## config.mk

```make
export PLATFORM = sky130hd
export DESIGN_NAME = gfx256_wbm_rw_port
export DESIGN_NICKNAME = d
export VERILOG_FILES = /design/src/rtl/gfx256_pkg.sv /design/src/rtl/gfx256_wbm_rw_port.sv
export SDC_FILE = /design/constraint.sdc
export NUM_CORES = 1
export LEC_CHECK = 0
export BUFFER_PORTS_ARGS = -buffer_cell sky130_fd_sc_hd__buf_2
export CORE_AREA = 2 2 455 457
export CTS_CLUSTER_SIZE = 10
export DETAILED_ROUTE_END_ITERATION = 8
export DIE_AREA = 0 0 457 459
export GPL_TIMING_DRIVEN = 0
export MAX_ROUTING_LAYER = met4
export PLACE_DENSITY = 0.3
export SLEW_MARGIN = 5
export SYNTH_ARGS = -nofsm -noshare
export SYNTH_HDL_FRONTEND = slang
export SYNTH_SLANG_ARGS = --single-unit
```

## constraint.sdc

```tcl
create_clock -name clk_i -period 2.21 [get_ports clk_i]
set_clock_uncertainty 0.2 [all_clocks]
set_input_delay 0.442 -clock clk_i [delete_from_list [all_inputs] [get_ports clk_i]]
set_output_delay 0.442 -clock clk_i [all_outputs]
set_load 0.005 [all_outputs]
```

## src/rtl/gfx256_pkg.sv

```systemverilog
// Shared types and helpers for the gfx256 Wishbone master read/write port.
// Holds the port FSM state encoding and the byte-offset width derivation.
package gfx256_pkg;

    typedef enum logic [1:0] {
        ST_IDLE = 2'd0,
        ST_BUS  = 2'd1,
        ST_DONE = 2'd2,
        ST_GAP  = 2'd3
    } state_e;

    // Number of byte-offset address bits for a data bus of wid bits.
    function automatic int lsb_from_wid(input int wid);
        return $clog2(wid / 8);
    endfunction

endpackage

```

## src/rtl/gfx256_wbm_rw_port.sv

```systemverilog
// Single-outstanding Wishbone master port: accepts one read or write from the arbiter,
// runs one classic Wishbone cycle with timeout, then pulses ack_o and idles one gap cycle.
module gfx256_wbm_rw_port
    import gfx256_pkg::*;
#(
    parameter int WID     = 256,
    parameter int TIMEOUT = 1024,
    localparam int LSB    = lsb_from_wid(WID),
    localparam int SW     = WID / 8
) (
    input  logic              clk_i,
    input  logic              rst_ni,
    input  logic              read_request_i,
    input  logic              write_request_i,
    input  logic [31-LSB:0]   addr_i,
    input  logic              we_i,
    input  logic [SW-1:0]     sel_i,
    input  logic [WID-1:0]    dat_i,
    output logic [WID-1:0]    dat_o,
    output logic              ack_o,
    output logic              wbm_cyc_o,
    output logic              wbm_stb_o,
    output logic              wbm_we_o,
    output logic [31:0]       wbm_adr_o,
    output logic [SW-1:0]     wbm_sel_o,
    output logic [WID-1:0]    wbm_dat_o,
    input  logic [WID-1:0]    wbm_dat_i,
    input  logic              wbm_ack_i,
    input  logic              wbm_err_i,
    output logic              busy_o,
    output logic              err_o,
    output logic              timeout_o,
    input  logic              clr_status_i
);

    localparam int CW = $clog2(TIMEOUT + 1);
    localparam logic [CW-1:0] CNT_LAST = CW'(TIMEOUT - 1);

    state_e            state_r;
    state_e            next_state_s;
    logic [CW-1:0]     cnt_r;
    logic [31-LSB:0]   adr_r;
    logic [SW-1:0]     sel_r;
    logic [WID-1:0]    wdat_r;
    logic [WID-1:0]    rdat_r;
    logic              we_r;
    logic              cyc_r;
    logic              ack_r;
    logic              busy_r;
    logic              err_r;
    logic              to_r;
    logic              accept_s;
    logic              timeout_hit_s;
    logic              err_set_s;
    logic              rd_capture_s;
    logic              we_unused_s;

    // The direction comes from which request line is raised; we_i is informational only.
    assign we_unused_s = we_i;

    // Next-state decode and per-cycle event strobes.
    always_comb begin
        next_state_s  = state_r;
        accept_s      = 1'b0;
        timeout_hit_s = 1'b0;
        err_set_s     = 1'b0;
        rd_capture_s  = 1'b0;
        case (state_r)
            ST_IDLE: begin
                if (read_request_i || write_request_i) begin
                    accept_s     = 1'b1;
                    next_state_s = ST_BUS;
                end else begin
                    next_state_s = ST_IDLE;
                end
            end
            ST_BUS: begin
                if (wbm_err_i) begin
                    err_set_s    = 1'b1;
                    next_state_s = ST_DONE;
                end else if (wbm_ack_i) begin
                    rd_capture_s = ~we_r;
                    next_state_s = ST_DONE;
                end else if (cnt_r == CNT_LAST) begin
                    timeout_hit_s = 1'b1;
                    next_state_s  = ST_DONE;
                end else begin
                    next_state_s = ST_BUS;
                end
            end
            ST_DONE: next_state_s = ST_GAP;
            ST_GAP:  next_state_s = ST_IDLE;
            default: next_state_s = ST_IDLE;
        endcase
    end

    // State register plus registered bus-control and handshake outputs.
    always_ff @(posedge clk_i or negedge rst_ni) begin
        if (!rst_ni) begin
            state_r <= ST_IDLE;
            cyc_r   <= 1'b0;
            ack_r   <= 1'b0;
            busy_r  <= 1'b0;
        end else begin
            state_r <= next_state_s;
            cyc_r   <= (next_state_s == ST_BUS);
            ack_r   <= (next_state_s == ST_DONE);
            busy_r  <= (next_state_s != ST_IDLE);
        end
    end

    // Bus-cycle counter, restarted whenever the FSM is outside BUS.
    always_ff @(posedge clk_i or negedge rst_ni) begin
        if (!rst_ni) begin
            cnt_r <= {CW{1'b0}};
        end else if (state_r == ST_BUS) begin
            cnt_r <= cnt_r + {{(CW-1){1'b0}}, 1'b1};
        end else begin
            cnt_r <= {CW{1'b0}};
        end
    end

    // Request capture; these hold steady for the whole bus cycle.
    always_ff @(posedge clk_i or negedge rst_ni) begin
        if (!rst_ni) begin
            adr_r  <= '0;
            sel_r  <= '0;
            wdat_r <= '0;
            we_r   <= 1'b0;
        end else if (accept_s) begin
            adr_r  <= addr_i;
            sel_r  <= sel_i;
            wdat_r <= dat_i;
            we_r   <= write_request_i;
        end
    end

    // Read data return register; holds until the next clean read completion.
    always_ff @(posedge clk_i or negedge rst_ni) begin
        if (!rst_ni) begin
            rdat_r <= '0;
        end else if (rd_capture_s) begin
            rdat_r <= wbm_dat_i;
        end
    end

    // Sticky status flags; a set in the same cycle beats a clear.
    always_ff @(posedge clk_i or negedge rst_ni) begin
        if (!rst_ni) begin
            err_r <= 1'b0;
            to_r  <= 1'b0;
        end else begin
            if (err_set_s) begin
                err_r <= 1'b1;
            end else if (clr_status_i) begin
                err_r <= 1'b0;
            end
            if (timeout_hit_s) begin
                to_r <= 1'b1;
            end else if (clr_status_i) begin
                to_r <= 1'b0;
            end
        end
    end

    assign wbm_cyc_o = cyc_r;
    assign wbm_stb_o = cyc_r;
    assign wbm_we_o  = we_r;
    assign wbm_adr_o = {adr_r, {LSB{1'b0}}};
    assign wbm_sel_o = sel_r;
    assign wbm_dat_o = wdat_r;
    assign dat_o     = rdat_r;
    assign ack_o     = ack_r;
    assign busy_o    = busy_r;
    assign err_o     = err_r;
    assign timeout_o = to_r;

endmodule

```

==> impl_metrics.py, run 1 <==
metrics = {
    "status": {
        "status": "finished with violations",
        "violations": "negative hold slack",
    },
    "pwr": {
        "swShare_pct": 33.9,
        "ir_drop_mv": 0.598,
        "pwr-share-clk_pct": 25.4,
        "design_power_total_uw": 51500,
        "power_density_nw_per_um2": 1280,
        "intPower_uw": 34000,
        "p_switching_uw": 17400,
        "p_leak_uw": 0.0184,
        "pwr-share-comb_pct": 37.3,
        "p_seq_share_pct": 37.3,
    },
    "clocking": {
        "insertion_delay_ns": 0.72,
        "cts-root-buf": "clkbuf_16",
        "htree_levels": 3,
        "clockBufferDepth": 3,
        "path_clk_slew_ns": 0.06,
        "tritoncts": "done",
        "numCtsBuffers": 81,
        "clkSinkCount": 590,
    },
    "sta": {
        "whs_ns": -0.0751,
        "hold_violations": 30,
        "worstMarginPinSlew_ns": 0.616,
        "fin_crit_sh_pct": 96.1,
        "finalCriticalPeriod_ns": 2.12,
        "finalSetupTns_ns": 0,
        "finalMaxSlewViolations": 0,
        "maxSlewHeadroom_pct": 58.9,
        "grt_setup_unrepaired": "no",
        "setup_viol_count_final": 0,
        "fmax_mhz": 471,
    },
    "yosys": {
        "synthCells": 1292,
        "syn_area_um2": 22200,
        "synth_cell_types": 33,
        "avgSynthCellArea_um2": 17.2,
        "yosys_warnings": 0,
        "ys_seq_area_share_pct": 66.6,
        "ys_seq_elements": 590,
    },
    "setup_path": {
        "r2r-start": "state_r[0]",
        "r2r_slack_ns": 0.09,
        "path_max_fanout": 10,
        "cp-start-kind": "flop",
        "required_ns": 2.60,
        "end_kind": "flop",
        "startpoint": "state_r[0]",
        "cp_data_arrival_time_ns": 2.51,
        "path_class": "reg2reg",
    },
    "final_layout": {
        "fillers": 22700,
        "seq_area_um2": 14800,
        "area_growth_syn_to_layout_pct": 81.5,
        "nNetsFinal": 3709,
        "multi_input_area_um2": 6820,
        "drive_above_1_share_pct": 60.5,
    },
    "die": {
        "dieArea_um2": 210000,
        "die_h_um": 459,
        "coreArea_um2": 206000,
        "std_cell_rows": 167,
        "initial_utilization_pct": 10.8,
        "die_x_um": 457,
        "boundaryPins": 1162,
    },
    "global_route": {
        "antenna_found_initial": 43,
        "grt_pass1_wl_um": 160000,
        "grt_max_degree": 97,
        "grt_pass1_vias": 20000,
        "gr-total-overflow": 0,
        "grt_use_total_pct": 11.1,
    },
    "drt": {
        "wire_per_inst_um": 19.7,
        "avgViaCountPerCell": 3.08,
        "ant_nets": 0,
        "wl_um": 117000,
        "drt_iter0_drc": 479,
        "vias": 18200,
        "drc": 0,
        "drtPass1Iterations": 6,
    },
    "job": {
        "cap_violations": 0,
    },
    "placement": {
        "io_buffers": 1155,
        "gp_congestion": 0.770,
        "dpl.hpwl_um": 94600,
    },
    "hold_path": {
        "holdCritPathClass": "in2async",
    },
}
==> power by group through the flow <==
stage	Combinational (uW)	Sequential [uW]	Clock, uW
2_1_floorplan	7560	19400	0
3_3_place_gp	18900	19400	0
3_5_place_dp	18900	19400	0
4_1_cts	19900	19400	13800
5_1_grt	20900	20000	14200
6_report	19200	19200	13100
==> worst paths after layout <==
kind | end | depth (start not counted)
max | dat_o[10] | 5
min | dat_o[241] | 6
max reg2reg | dat_o[10] | 5
min reg2reg | cnt_r[0] | 1
max in group asynchronous | wbm_sel_o[7] | 8
min in group clk_i | wbm_cyc_o | 4
==> synthesized netlist by cell type (all sizes together) <==
master,number,share of area (%)
inv,4,0.068
conb,1,0.017
o22ai,1,0.028
mux2,572,29
clkbuf,1,0.017
o41ai,1,0.040
buf,68,2.6
o21ai,6,0.14
ha,1,0.056
nor4,1,0.028
xnor2,2,0.079
nand2b,1,0.028
xor2,1,0.040
and2,1,0.028
mux2i,1,0.045
dfrtp,590,67
a21oi,7,0.16
o32ai,1,0.040
nand3,4,0.15
or4,2,0.068
a21o,1,0.034
nor2b,1,0.028
nor3,2,0.096
and2b,1,0.040
nand4,3,0.085
o31ai,2,0.068
or3,6,0.17
nor2,7,0.12
nand2,3,0.051
==> cells in the final DEF, fill, tap and decap left out, types with 2 or more instances in the layout <==
master	n
conb_1	5
clkinv_16	4
buf_6	25
o21ai_0	6
buf_4	38
diode_2	33
buf_16	10
nand3_1	3
buf_12	5
nand4_1	3
dfrtp_1	589
xnor2_1	2
dlygate4sd3_1	578
inv_1	4
buf_8	3
clkbuf_1	31
or4_1	2
nand2_1	3
mux2_2	572
or3_1	6
clkbuf_16	81
inv_16	2
nor2_1	7
clkinv_2	8
o31ai_1	2
buf_2	1159
a21oi_1	7
clkbuf_8	15
==> timing repair <==
item,4_1_cts,5_1_grt
hold buffers,584,1
hold endpoints to repair,797,109
gates resized for setup,6,2
endpoints found under the setup margin,518,101
pin swaps,2,1
buffers inserted,2,2
==> flip-flops by register name, summed over array words and instances (netlist names) <==
name and flops:
wbm_cyc_o 1, dat_o 256, wbm_dat_o 256, wbm_we_o 1
busy_o 1, cnt_r 11, state_r 2, wbm_sel_o 32
ack_o 1, err_o 1, adr_r 27, timeout_o 1
==> final cells by class <==
type / count / area share (%)
repair buffers: 1750 / 29.7
flip-flops and latches: 590 / 36.7
clock inverters: 18 / 0.634
plain buffers: 69 / 1.51
clock buffers: 126 / 5.83
well taps: 2704 / 8.41
multi-input cells: 633 / 16.9
diodes: 33 / 0.205
inverters: 4 / 0.0373
==> worst max-delay path, stage by stage, from the launching register on <==
cell and delay (ns):
dfrtp_1 0.47, and2b_2 0.29, nand3_4 0.10, buf_4 0.16, buf_2 0.38, mux2_2 0.38
==> layer usage <==
layer | wire, um | vias to the layer above | global-route usage [%]
met2 | 57300 | 789 | 18.5
met4 | 2780 | 0 | 3.39
met1 | 45300 | 9010 | 12.1
met5 | 0 | - | -
li1 | - | 8311 | -
met3 | 11300 | 137 | 4.58
==> per-stage QoR <==
step / worst slack [ns] / util [%] / hold WS [ns] / cell area, um2 / cells
global route: 0.00381 / 19.6 / -0.0804 / 40200 / 5923
detailed placement: -0.991 / 15.3 / 0.173 / 31500 / 5161
global placement: -14.49 / 15.2 / 0.282 / 31400 / 5155
finish: 0.0868 / 19.6 / -0.0751 / 40200 / 5927
CTS: -0.0148 / 19.5 / -0.128 / 40100 / 5891
floorplan: 0.416 / - / -0.0536 / 22200 / 1296
==> cells by family after synthesis <==
| group | synth area share, % |
|---|---|
| other | 0.0169 |
| multiplexers | 29.1 |
| adder cells (fa/ha/maj) | 0.0564 |
| flip-flops | 66.6 |
| AO/OA/AOI/OAI | 0.502 |
| buffers and inverters | 2.73 |
| AND/OR/NAND/NOR | 0.886 |
| XOR/XNOR | 0.119 |
No activity file was read; power rests on OpenSTA's default activity.
==> run 2, diff against run 1 <==
--- a/config.mk
+++ b/config.mk
@@ -13,6 +13,7 @@
 export GPL_TIMING_DRIVEN = 0
 export MAX_ROUTING_LAYER = met4
 export PLACE_DENSITY = 0.3
+export RECOVER_POWER = 25
 export SLEW_MARGIN = 5
 export SYNTH_ARGS = -nofsm -noshare
 export SYNTH_HDL_FRONTEND = slang
==> impl_metrics.py, run 2 (synthesis gave the netlist of run 1 again) <==
metrics = {
    "status": {
        "status": "completed",
    },
    "setup_path": {
        "startpoint": "state_r[0]",
        "path_class": "reg2reg",
        "r2r-start": "state_r[0]",
        "path_max_fanout": 10,
        "worst_path_max_delay_cell": "dfrtp_1",
        "path_buf_inv": 2,
        "cp_data_arrival_time_ns": 2.52,
        "cp_slowest_stage_delay_ns": 0.47,
        "required_ns": 2.60,
        "cp-start-kind": "flop",
        "path_cells": "and2b_2 > nand3_4 > buf_4 > buf_2 > mux2_2",
        "critical_path.top_delay_family": "buffers and inverters",
        "end_kind": "flop",
    },
    "sta": {
        "setup_viol_count_final": 0,
        "worstMarginPinSlew_ns": 0.953,
        "finalMaxSlewViolations": 0,
        "maxSlewHeadroom_pct": 36.5,
        "hold_violations": 0,
        "fmax_mhz": 470,
        "finalSetupTns_ns": 0,
        "fin_ws_ns": 0.0817,
        "finalCriticalPeriod_ns": 2.13,
        "fin_crit_sh_pct": 96.3,
        "grt_setup_unrepaired": "no",
    },
    "clocking": {
        "numCtsBuffers": 81,
        "htree_levels": 3,
        "path_clk_slew_ns": 0.06,
        "insertion_delay_ns": 0.72,
        "clockBufferDepth": 3,
        "cts-root-buf": "clkbuf_16",
        "tritoncts": "done",
        "clkSinkCount": 590,
    },
    "hold_path": {
        "holdCritPathClass": "in2async",
    },
    "pwr": {
        "p_leak_uw": 0.0184,
        "power_density_nw_per_um2": 1280,
        "ir_drop_mv": 0.598,
        "design_power_total_uw": 51400,
    },
    "final_layout": {
        "fillers": 22700,
        "drive_above_1_share_pct": 60.2,
        "final_common_cell": "buf_2",
        "final_cell_area_um2": 40200,
        "final_cell_mix": "buf_2, dfrtp_1, dlygate4sd3_1",
        "seq_area_um2": 14800,
        "area_growth_syn_to_layout_pct": 81.1,
        "nNetsFinal": 3709,
        "multi_input_area_um2": 6820,
        "final_core_util_pct": 19.5,
    },
    "placement": {
        "dpl.hpwl_um": 94600,
        "io_buffers": 1155,
        "place_area_um2": 31500,
        "gp_congestion": 0.770,
        "pre_cts_ws_ns": -0.991,
    },
    "global_route": {
        "grt_pass1_wl_um": 160000,
        "gr-total-overflow": 0,
        "grt_max_degree": 97,
        "grt_use_total_pct": 11.1,
        "antenna_found_initial": 43,
        "grt_pass1_vias": 20000,
    },
    "drt": {
        "drc": 0,
        "wl_um": 117000,
        "ant_nets": 0,
        "drt_iter0_drc": 474,
        "avgViaCountPerCell": 3.08,
        "vias": 18200,
        "drtPass1Iterations": 4,
        "wire_per_inst_um": 19.7,
    },
    "die": {
        "dieArea_um2": 210000,
        "die_h_um": 459,
        "initial_utilization_pct": 10.8,
        "boundaryPins": 1162,
        "std_cell_rows": 167,
        "die_x_um": 457,
        "coreArea_um2": 206000,
    },
    "job": {
        "cap_violations": 0,
    },
}
-- run 2: changes by cell type in the layout (fill, tap and decap cells not counted) --
| cell | delta |
|---|---|
| dlymetal6s2s_1 | +1 |
| buf_2 | -8 |
| buf_16 | -2 |
| clkbuf_1 | +10 |
| clkbuf_2 | +1 |
| buf_12 | -2 |
-- run 2: worst paths after layout --
path	end	slack (ns)	depth (start not counted)
setup / recovery	dat_o[10]	0.08	5
hold / removal	dat_o[236]	0.05	6
setup reg to reg	dat_o[10]	0.08	5
hold reg to reg	cnt_r[0]	0.29	1
max in group asynchronous	adr_r[2]	0.18	8
min in group clk_i	wbm_cyc_o	0.12	4
-- run 2: power by group --
group / internal [uW] / leakage [uW] / switching, uW / total [uW]
combinational: 10300 / 0.0100 / 8870 / 19200
sequential: 16200 / 0.00705 / 2970 / 19200
clock: 7480 / 0.00126 / 5570 / 13100
total: 34000 / 0.0184 / 17400 / 51400
-- run 2: per-layer routing --
layer | up-vias | track usage [%] | routed length, um
li1 | 8309 | - | -
met1 | 9003 | 12.1 | 45000
met2 | 790 | 18.5 | 57400
met3 | 138 | 4.58 | 11500
met4 | 0 | 3.39 | 2780
met5 | - | - | 0
-- run 2: final cells by class --
class                      count  share of cell area, %
clock inverter                18                  0.636
inverter                       4                 0.0374
multi-input combinational    633                   17.0
antenna                       33                  0.206
tap                         2704                   8.42
buffer                        69                   1.51
sequential                   590                   36.8
timing repair buffer        1750                   29.6
clock buffer                 126                   5.84
-- run 2: repair_timing --
action / 4_1_cts / 5_1_grt
hold buffers: 584 / 1
buffers inserted: 2 / 2
endpoints found under the setup margin: 518 / 101
resized for setup: 6 / 2
endpoints found under the hold margin: 797 / 109
pin swaps: 2 / 1
-- run 2: worst min-delay path: cells and delay by family --
| family | cells | cell delay, ns |
|---|---|---|
| buf+inv | 6 | 0.97 |
-- run 2: through the flow --
stage	hold slack [ns]	instances
after floorplan	-0.0536	1296
after global placement	0.282	5155
after detailed placement	0.173	5161
after CTS	-0.128	5891
after global routing	0.0540	5923
final	0.0501	5927
